`src/rtl/ai_topk_sorter.sv`:
```
// Streaming top-K ranker: buffers packet sums in a FIFO, keeps a sorted (value, index)
// list by insertion, then emits the ranked list over a valid/ready stream.
module ai_topk_sorter #(
  parameter int DATA_W     = 32,
  parameter int IDX_W      = 8,
  parameter int K          = 4,
  parameter int FIFO_DEPTH = 16
) (
  input  logic              clk,
  input  logic              rst,
  input  logic              init,
  input  logic [IDX_W-1:0]  packet_size,
  input  logic              mode,
  input  logic [DATA_W-1:0] sum_in,
  input  logic              sum_rdy,
  output logic              sum_full,
  output logic              overflow,
  output logic [DATA_W-1:0] sum_out,
  output logic [IDX_W-1:0]  idx_out,
  output logic              sum_out_rdy,
  input  logic              out_ready,
  output logic              busy,
  output logic              done,
  output logic [1:0]        state_dbg
);
  localparam int AW = $clog2(FIFO_DEPTH);
  localparam int PW = (K > 1) ? $clog2(K) : 1;
  localparam logic [IDX_W-1:0] K_M1 = IDX_W'(K - 1);

  typedef enum logic [1:0] {S_IDLE, S_COLLECT, S_EMIT, S_DONE} state_t;
  state_t state;

  logic [DATA_W-1:0] mem [FIFO_DEPTH];
  logic [AW:0]       wr_ptr, rd_ptr;
  logic              empty, push, pop;

  logic [IDX_W-1:0]  ps_q, cnt, last_rank;
  logic              mode_q;
  logic [PW-1:0]     ptr;

  logic [DATA_W-1:0] lv [K];
  logic [IDX_W-1:0]  li [K];
  logic [K-1:0]      vld;
  logic [DATA_W-1:0] nv [K];
  logic [IDX_W-1:0]  ni [K];
  logic [K-1:0]      nvld;
  logic [DATA_W-1:0] head;

  assign empty    = (wr_ptr == rd_ptr);
  assign sum_full = (wr_ptr[AW] != rd_ptr[AW]) && (wr_ptr[AW-1:0] == rd_ptr[AW-1:0]);
  assign pop      = (state == S_COLLECT) && !empty && (cnt != ps_q) && !init;
  // A full FIFO still takes a write when the same cycle pops a word.
  assign push     = sum_rdy && !init && (!sum_full || pop);
  assign head     = mem[rd_ptr[AW-1:0]];

  assign last_rank = (ps_q <= K_M1) ? (ps_q - IDX_W'(1)) : K_M1;
  assign busy      = (state == S_COLLECT) || (state == S_EMIT);
  assign state_dbg = state;
  assign sum_out   = sum_out_rdy ? lv[ptr] : '0;
  assign idx_out   = sum_out_rdy ? li[ptr] : '0;

  // Insert head before the first slot it strictly beats; ties keep the earlier arrival ahead.
  always_comb begin
    logic seen;
    logic beats;
    logic [K-1:0] taken;
    nv    = lv;
    ni    = li;
    nvld  = vld;
    seen  = 1'b0;
    taken = '0;
    for (int j = 0; j < K; j++) begin
      beats    = !vld[j] || (mode_q ? (head > lv[j]) : (head < lv[j]));
      taken[j] = seen;
      if (!seen && beats) begin
        nv[j]   = head;
        ni[j]   = cnt;
        nvld[j] = 1'b1;
      end
      seen = seen | beats;
    end
    for (int j = 1; j < K; j++) begin
      if (taken[j]) begin
        nv[j]   = lv[j-1];
        ni[j]   = li[j-1];
        nvld[j] = vld[j-1];
      end
    end
  end

  always_ff @(posedge clk) begin
    if (push) mem[wr_ptr[AW-1:0]] <= sum_in;
  end

  always_ff @(posedge clk or negedge rst) begin
    if (!rst) begin
      state       <= S_IDLE;
      wr_ptr      <= '0;
      rd_ptr      <= '0;
      overflow    <= 1'b0;
      ps_q        <= '0;
      mode_q      <= 1'b0;
      cnt         <= '0;
      ptr         <= '0;
      sum_out_rdy <= 1'b0;
      done        <= 1'b0;
      vld         <= '0;
      for (int j = 0; j < K; j++) begin
        lv[j] <= '0;
        li[j] <= '0;
      end
    end else begin
      done <= 1'b0;
      if (init) begin
        wr_ptr   <= '0;
        rd_ptr   <= '0;
        overflow <= 1'b0;
      end else begin
        if (push) wr_ptr <= wr_ptr + 1'b1;
        if (pop)  rd_ptr <= rd_ptr + 1'b1;
        if (sum_rdy && sum_full && !pop) overflow <= 1'b1;
      end

      if (init) begin
        state       <= S_COLLECT;
        ps_q        <= packet_size;
        mode_q      <= mode;
        cnt         <= '0;
        ptr         <= '0;
        sum_out_rdy <= 1'b0;
        vld         <= '0;
      end else begin
        case (state)
          S_IDLE: ;
          S_COLLECT: begin
            if (pop) begin
              lv  <= nv;
              li  <= ni;
              vld <= nvld;
              cnt <= cnt + IDX_W'(1);
            end else if (cnt == ps_q) begin
              if (ps_q == '0) begin
                state <= S_DONE;
                done  <= 1'b1;
              end else begin
                state       <= S_EMIT;
                ptr         <= '0;
                sum_out_rdy <= 1'b1;
              end
            end
          end
          S_EMIT: begin
            if (sum_out_rdy && out_ready) begin
              if (IDX_W'(ptr) == last_rank) begin
                sum_out_rdy <= 1'b0;
                state       <= S_DONE;
                done        <= 1'b1;
              end else begin
                ptr <= ptr + PW'(1);
              end
            end
          end
          S_DONE: state <= S_IDLE;
          default: state <= S_IDLE;
        endcase
      end
    end
  end
endmodule

```
`config.mk`:
```
export PLATFORM = sky130hd
export DESIGN_NAME = ai_topk_sorter
export DESIGN_NICKNAME = d
export VERILOG_FILES = /design/src/rtl/ai_topk_sorter.sv
export SDC_FILE = /design/constraint.sdc
export NUM_CORES = 1
export LEC_CHECK = 0
export CORE_AREA = 4 4 311 435
export CTS_CLUSTER_SIZE = 24
export DETAILED_ROUTE_END_ITERATION = 12
export DIE_AREA = 0 0 315 439
export GPL_TIMING_DRIVEN = 0
export SLEW_MARGIN = 5
export SYNTH_ARGS = -nofsm -noshare
export SYNTH_HDL_FRONTEND = slang
export SYNTH_SLANG_ARGS = --single-unit
```
`constraint.sdc`:
```
create_clock -name clk -period 5.83 [get_ports clk]
set_input_delay 0.583 -clock clk [delete_from_list [all_inputs] [get_ports clk]]
set_output_delay 0.583 -clock clk [all_outputs]
set_load 0.01 [all_outputs]
```
After elaboration in Yosys (flattened, before gate mapping)
Memories as Yosys holds them, arrays and structs flattened.
Cells that the tools add are included.
{ "classes": {"n_eq_ne": 15, "addsub": 5, "reduce_logical": 55, "mux": 74, "bitwise_logic": 4, "n_lt_le_gt_ge": 10} }
{ "ops": {"columns": ["cell", "n"], "rows": [
  ["32-bit 2-to-1 mux", 9],
  ["32-bit > comparator", 4],
  ["32-bit < comparator", 4],
  ["8-bit 2-to-1 mux", 13],
  ["32-bit binary-select mux with 2-bit select", 1],
  ["1-bit 2-to-1 mux", 28],
  ["2-bit 2-to-1 mux", 11],
  ["5-bit 2-to-1 mux", 4],
  ["8-bit binary-select mux with 2-bit select", 1],
  ["4-bit AND reduction", 4],
  ["2-bit nonzero test", 8],
  ["1-bit logical AND", 12],
  ["4-bit 2-to-1 mux", 3],
  ["3-bit AND reduction", 4],
  ["6-bit AND reduction", 2],
  ["3-bit nonzero test", 4],
  ["1-bit zero test", 11],
  ["5-bit by 1-bit adder with 5-bit output (second input constant)", 2],
  ["3-bit by 2-bit inequality test with 1-bit output (second input constant)", 3],
  ["3-bit inequality test (second input constant)", 3],
  ["8-bit by 1-bit adder with 8-bit output (second input constant)", 1],
  ["2-bit by 8-bit == test with 1-bit output", 1],
  ["8-bit == test", 1],
  ["8-bit by 2-bit less-or-equal comparator with 1-bit output (second input constant)", 1],
  ["other kinds (20)", 28]
]} }
{ "totals": {"in_bits": 46, "reg_bits": 198, "mem_bits_rw": 512, "memories": 1, "output_inout_bits": 47} }
{ "memory_table": {"columns": ["name", "depth", "word_bits", "read_ports", "rd_ports_with_merged_regs", "wr", "line_no", "source"], "rows": [
  ["mem", 16, 32, 1, 0, 1, "33", "logic [DATA_W-1:0] mem [FIFO_DEPTH];"]
]} }

Depth between registers and ports, before layout
An unclocked memory read counts as a cell.
{ "depth": {"ltp_word": 13, "mapped_depth": 21, "ltp_nobuf": 16} }

Worst setup path before layout
Ideal clock, no wire load.
{ "synth_timing": {"path_kind": "flip-flop to flip-flop", "startpoint": "register rd_ptr[0]", "endpoint": "register lv[0] in the netlist's numbering", "t_arrival_ns": 4.841, "n_path_buf": 5, "required_ns": 5.704, "setup_slack_ns": 0.863, "synth_period_minus_slack_ns": 4.967, "setup_ns": 0.126, "stages_incl_launch_ff": 20, "path_cell_list": "dfrtp_1 -> clkbuf_1 -> clkbuf_1 -> buf_2 -> buf_1 -> mux2i_1 -> a21oi_1 -> a22oi_1 -> nand2_1 -> ha_1 -> a21o_1 -> a221o_1 -> a221o_1 -> or3_1 -> o221ai_1 -> o211ai_2 -> nor3_1 -> nor2_1 -> buf_2 -> a221o_1"} }
{ "synth_via": {"elab_chain_len": 10} }
{ "synth_rtl": {"columns": ["item", "line_no", "source"], "rows": [
  ["start: declaration", "34", "logic [AW:0] wr_ptr, rd_ptr;"],
  ["start signal: assignment", "120", "if (pop) rd_ptr <= rd_ptr + 1'b1;"],
  ["memory 16 x 32 bit *", null, null],
  ["net head[17]", "47", "logic [DATA_W-1:0] head;"],
  ["32-bit < comparator / 32-bit > comparator (equally long branches)", "73", "beats = !vld[j] || (mode_q ? (head > lv[j]) : (head < lv[j]));"],
  ["1-bit 2-to-1 mux", "73", null],
  ["1-bit logical OR", "73", null],
  ["1-bit OR (2 in a row)", "80", "seen = seen | beats;"],
  ["1-bit zero test", "75", "if (!seen && beats) begin"],
  ["1-bit logical AND", "75", null],
  ["2-bit nonzero test (no source line)", null, null],
  ["4-bit AND reduction (no source line)", null, null],
  ["end signal: assignment", "137", "lv <= nv;"],
  ["end: declaration", "41", "logic [DATA_W-1:0] lv [K];"]
]} }
The timed path passes the listed nets; every way through them passes the cells marked *. The select of a mux whose other input is x is not followed.
A chain may end at the register's enable or synchronous reset.

Final worst setup path
{ "layout_timing": {"startpoint": "register rd_ptr[2]", "endpoint": "register li[0] in the netlist's numbering"} }
{ "layout_via": {"elab_chain_len": 10} }
{ "layout_rtl": {"columns": ["item", "line_no", "source"], "rows": [
  ["memory 16 x 32 bit *", null, null],
  ["net head[17]", "47", null],
  ["32-bit < comparator / 32-bit > comparator (equally long branches)", "73", null],
  ["1-bit 2-to-1 mux", "73", null],
  ["1-bit logical OR", "73", null],
  ["1-bit OR (2 in a row)", "80", null],
  ["1-bit zero test", "75", null],
  ["1-bit logical AND", "75", null],
  ["2-bit nonzero test (no source line)", null, null],
  ["4-bit AND reduction (no source line)", null, null],
  ["end signal: assignment", "138", "li <= ni;"],
  ["end: declaration", "42", "logic [IDX_W-1:0] li [K];"]
]} }
The timed path passes the listed nets; every way through them passes the cells marked *.

==> impl_metrics.tcl <==
set metrics [dict create \
    power_density_mw_per_mm2 440 \
    critPathMaxFanout 11 \
    rr_startpoint "rd_ptr[2]" \
    final_cell_mix "edfxtp_1, dfrtp_1, a21oi_1, nand2_1, ha_1" \
    grt_pass1_vias 21500 \
    clockBufferDepth 3 \
    dieWidth_um 315 \
    setup_viol 0 \
    setup_tns_ns 0 \
    routedWlPerCell_um 21.6 \
    die_y_um 439 \
    final_common_cell "edfxtp_1" \
    hold_ws_ns 0.00490 \
    die-area_mm2 0.138 \
    ys.flop_type "edfxtp_1" \
    drtPass1Iterations 5 \
    cts_root_buffer "clkbuf_16" \
    status "complete, no violations" \
    rows 157 \
    clock_sinks 710 \
    yosys.area.top_type "edfxtp_1" \
    gp_congestion 0.840 \
    ioPinCount 93 \
    vias 21200 \
    numPortBuffers 91 \
    min_period_over_period_pct 95.4 \
    critical_path_class "reg -> reg" \
    post-route-min-period_ns 5.56 \
    ys_ff_latch 710 \
    drtIter0Drc 2018 \
    postSynthCellCount 2377 \
    drtAntennaViolNets 0 \
    fin_util_pct 29.9 \
    nets 2763 \
    core_area_mm2 0.131 \
    end_kind "flop" \
    finalInstanceArea_mm2 0.0391 \
    yosysUniqueCellTypes 56 \
    drive_gt1_share_pct 15.0 \
    wl_um 94900 \
    ys_warn_count 0 \
    async_flop_share_pct 27.9 \
    numCtsBuffers 77 \
    grt_usage_pct 13.5 \
    total_power_mw 17.2 \
    area_growth_pct 19.7 \
    h-tree-depth 3 \
    drv_cap 0 \
    p_leak_nw 14.1 \
    synth_nets 2563 \
    grt_pass1_wl_um 141000 \
    viasPerCell 4.82 \
    synth.avg_cell_area_um2 13.7 \
    crit_arrival_ns 6.05 \
    grt_overflow 0 \
    num-fill-cells 13200 \
    ir_worst_vdd_uv 241 \
    place_area_mm2 0.0364 \
    drv_slew 0 \
    drcViolationCount 0 \
    grt_max_degree 109 \
    synth_edf_count 512 \
    relSlewSlack_pct 26.9 \
    max_freq_mhz 180 \
    synth_area_mm2 0.0327 \
    ys_seq_area_share_pct 62.2 \
    hp-class "in -> async" \
    yosys-top-cells-area "edfxtp_1, dfrtp_1, mux4_2" \
    required_ns 6.32 \
    clk_pin_slew_ns 0.07 \
    final_hold_viol_count 0 \
    start_kind "flop" \
    start_util_pct 24.9 \
    cts_tree "yes" \
    hpwl_um 66300 \
    synth_top_area_share_pct 47.0 \
    clk_latency_ns 0.65 \
    worst_pin_slew_ns 1.10 \
    antenna_found_initial 7 \
    critPathLaunch "rd_ptr[2]" \
    fin_worst_skew_ns 0.0536 \
]
==> synth_stat cells, types with 5 or more instances <==
master     count
a21o_1         7
inv_1        137
o22ai_1       40
a2bb2oi_1     40
nor2_1       150
clkbuf_1      92
a221oi_1      37
buf_2         26
ha_1         140
a21oi_1      157
nand2b_1       7
mux2i_1      117
o211ai_1       5
and2_1        42
xor2_1        12
mux2_2        37
nand4_1       28
nor2b_1       16
dfrtp_1      198
edfxtp_1     512
o21ai_0      124
xnor2_1       16
mux4_2       104
nand2_1      162
nand3_1       19
a22oi_1       32
nor3_1        10
a221o_1       43
buf_1         20
==> metrics by stage <==
| step | instances | worst slack (ns) |
|---|---|---|
| 3_3_place_gp | 4217 | -4.70 |
| 6_report | 4391 | 0.270 |
| 4_1_cts | 4388 | 0.00457 |
| 2_1_floorplan | 2377 | 0.863 |
| 3_5_place_dp | 4248 | -1.21 |
| 5_1_grt | 4388 | -0.0173 |
==> worst paths after layout <==
kind | slack (ns) | cells after the start | end
max | 0.27 | 17 | li[0]
min | 0.005 | 2 | lv[2]
max reg2reg | 0.27 | 17 | li[0]
min reg2reg | 0.51 | 2 | li[17]
max in group asynchronous | 4.90 | 3 | lv[86]
min in group clk | 0.51 | 2 | li[17]
==> report_power, final <==
group	switching (mW)	leakage, nW	total, mW	internal, mW
registers	0.496	7.01	6.50	6.01
logic	3.37	5.84	5.87	2.50
clock network	2.09	1.23	4.87	2.77
total	5.96	14.1	17.2	11.3
==> cell type report <==
type,count,area [um2],share of cell area (%)
inverter,137,514,1.31
tap,1749,2190,5.59
sequential,710,20300,52.0
clock buffer,98,2070,5.28
timing repair buffer,123,1420,3.64
clock inverter,43,478,1.22
multi-input combinational,1392,11500,29.3
antenna,3,7.51,0.0192
buffer,136,647,1.65
==> critical path, stage by stage, from the launching register on <==
cell	delay, ns
dfrtp_2	0.55
and2_1	0.17
clkbuf_1	0.33
clkbuf_2	0.43
a221oi_1	0.17
o21ai_0	0.23
nand2_2	0.24
ha_1	0.38
a21o_1	0.18
a221o_1	0.33
a221o_1	0.31
or3_1	0.41
or2_1	0.28
o211a_1	0.23
a41oi_1	0.43
buf_2	0.37
nor2b_1	0.09
a221o_1	0.27
==> state kept, by name, summed over array words and instances (netlist names) <==
name and count:
li 32, mode_q 1, sum_out_rdy 1, overflow 1
ps_q 8, wr_ptr 5, mem 512, done 1
state_dbg 2, cnt 8, vld 4, lv 128
ptr 2, rd_ptr 5
==> cells by family (layout without fill, tap and decap cells) <==
kind of cell | count (synthesis) | in the layout | synth area share [%]
AOI/OAI and AO/OA | 514 | 514 | 10.2
xor gates and xnor gates | 28 | 28 | 0.750
adders and majority gates | 140 | 140 | 5.36
buffers and inverters | 275 | 537 | 3.26
DFF | 710 | 710 | 62.2
muxes | 258 | 258 | 12.0
other | 0 | 3 | 0
and+or+nand+nor | 452 | 452 | 6.21
==> what timing repair did <==
action,4_1_cts,5_1_grt
buffers inserted,0,1
hold buffers,0,0
cloned,0,0
pin swaps,0,1
hold endpoints to repair,0,0
endpoints found under the setup margin,161,156
resized for setup,91,45
==> layer usage <==
metal / track usage, % / part of all wire, % / vias up
met5: 0 / 0.058 / -
met4: 3.77 / 2.5 / 10
met3: 2.51 / 6.1 / 163
met2: 23.6 / 51 / 626
met1: 17.0 / 40 / 10900
li1: - / - / 9481
No activity file was read; power rests on OpenSTA's default activity.
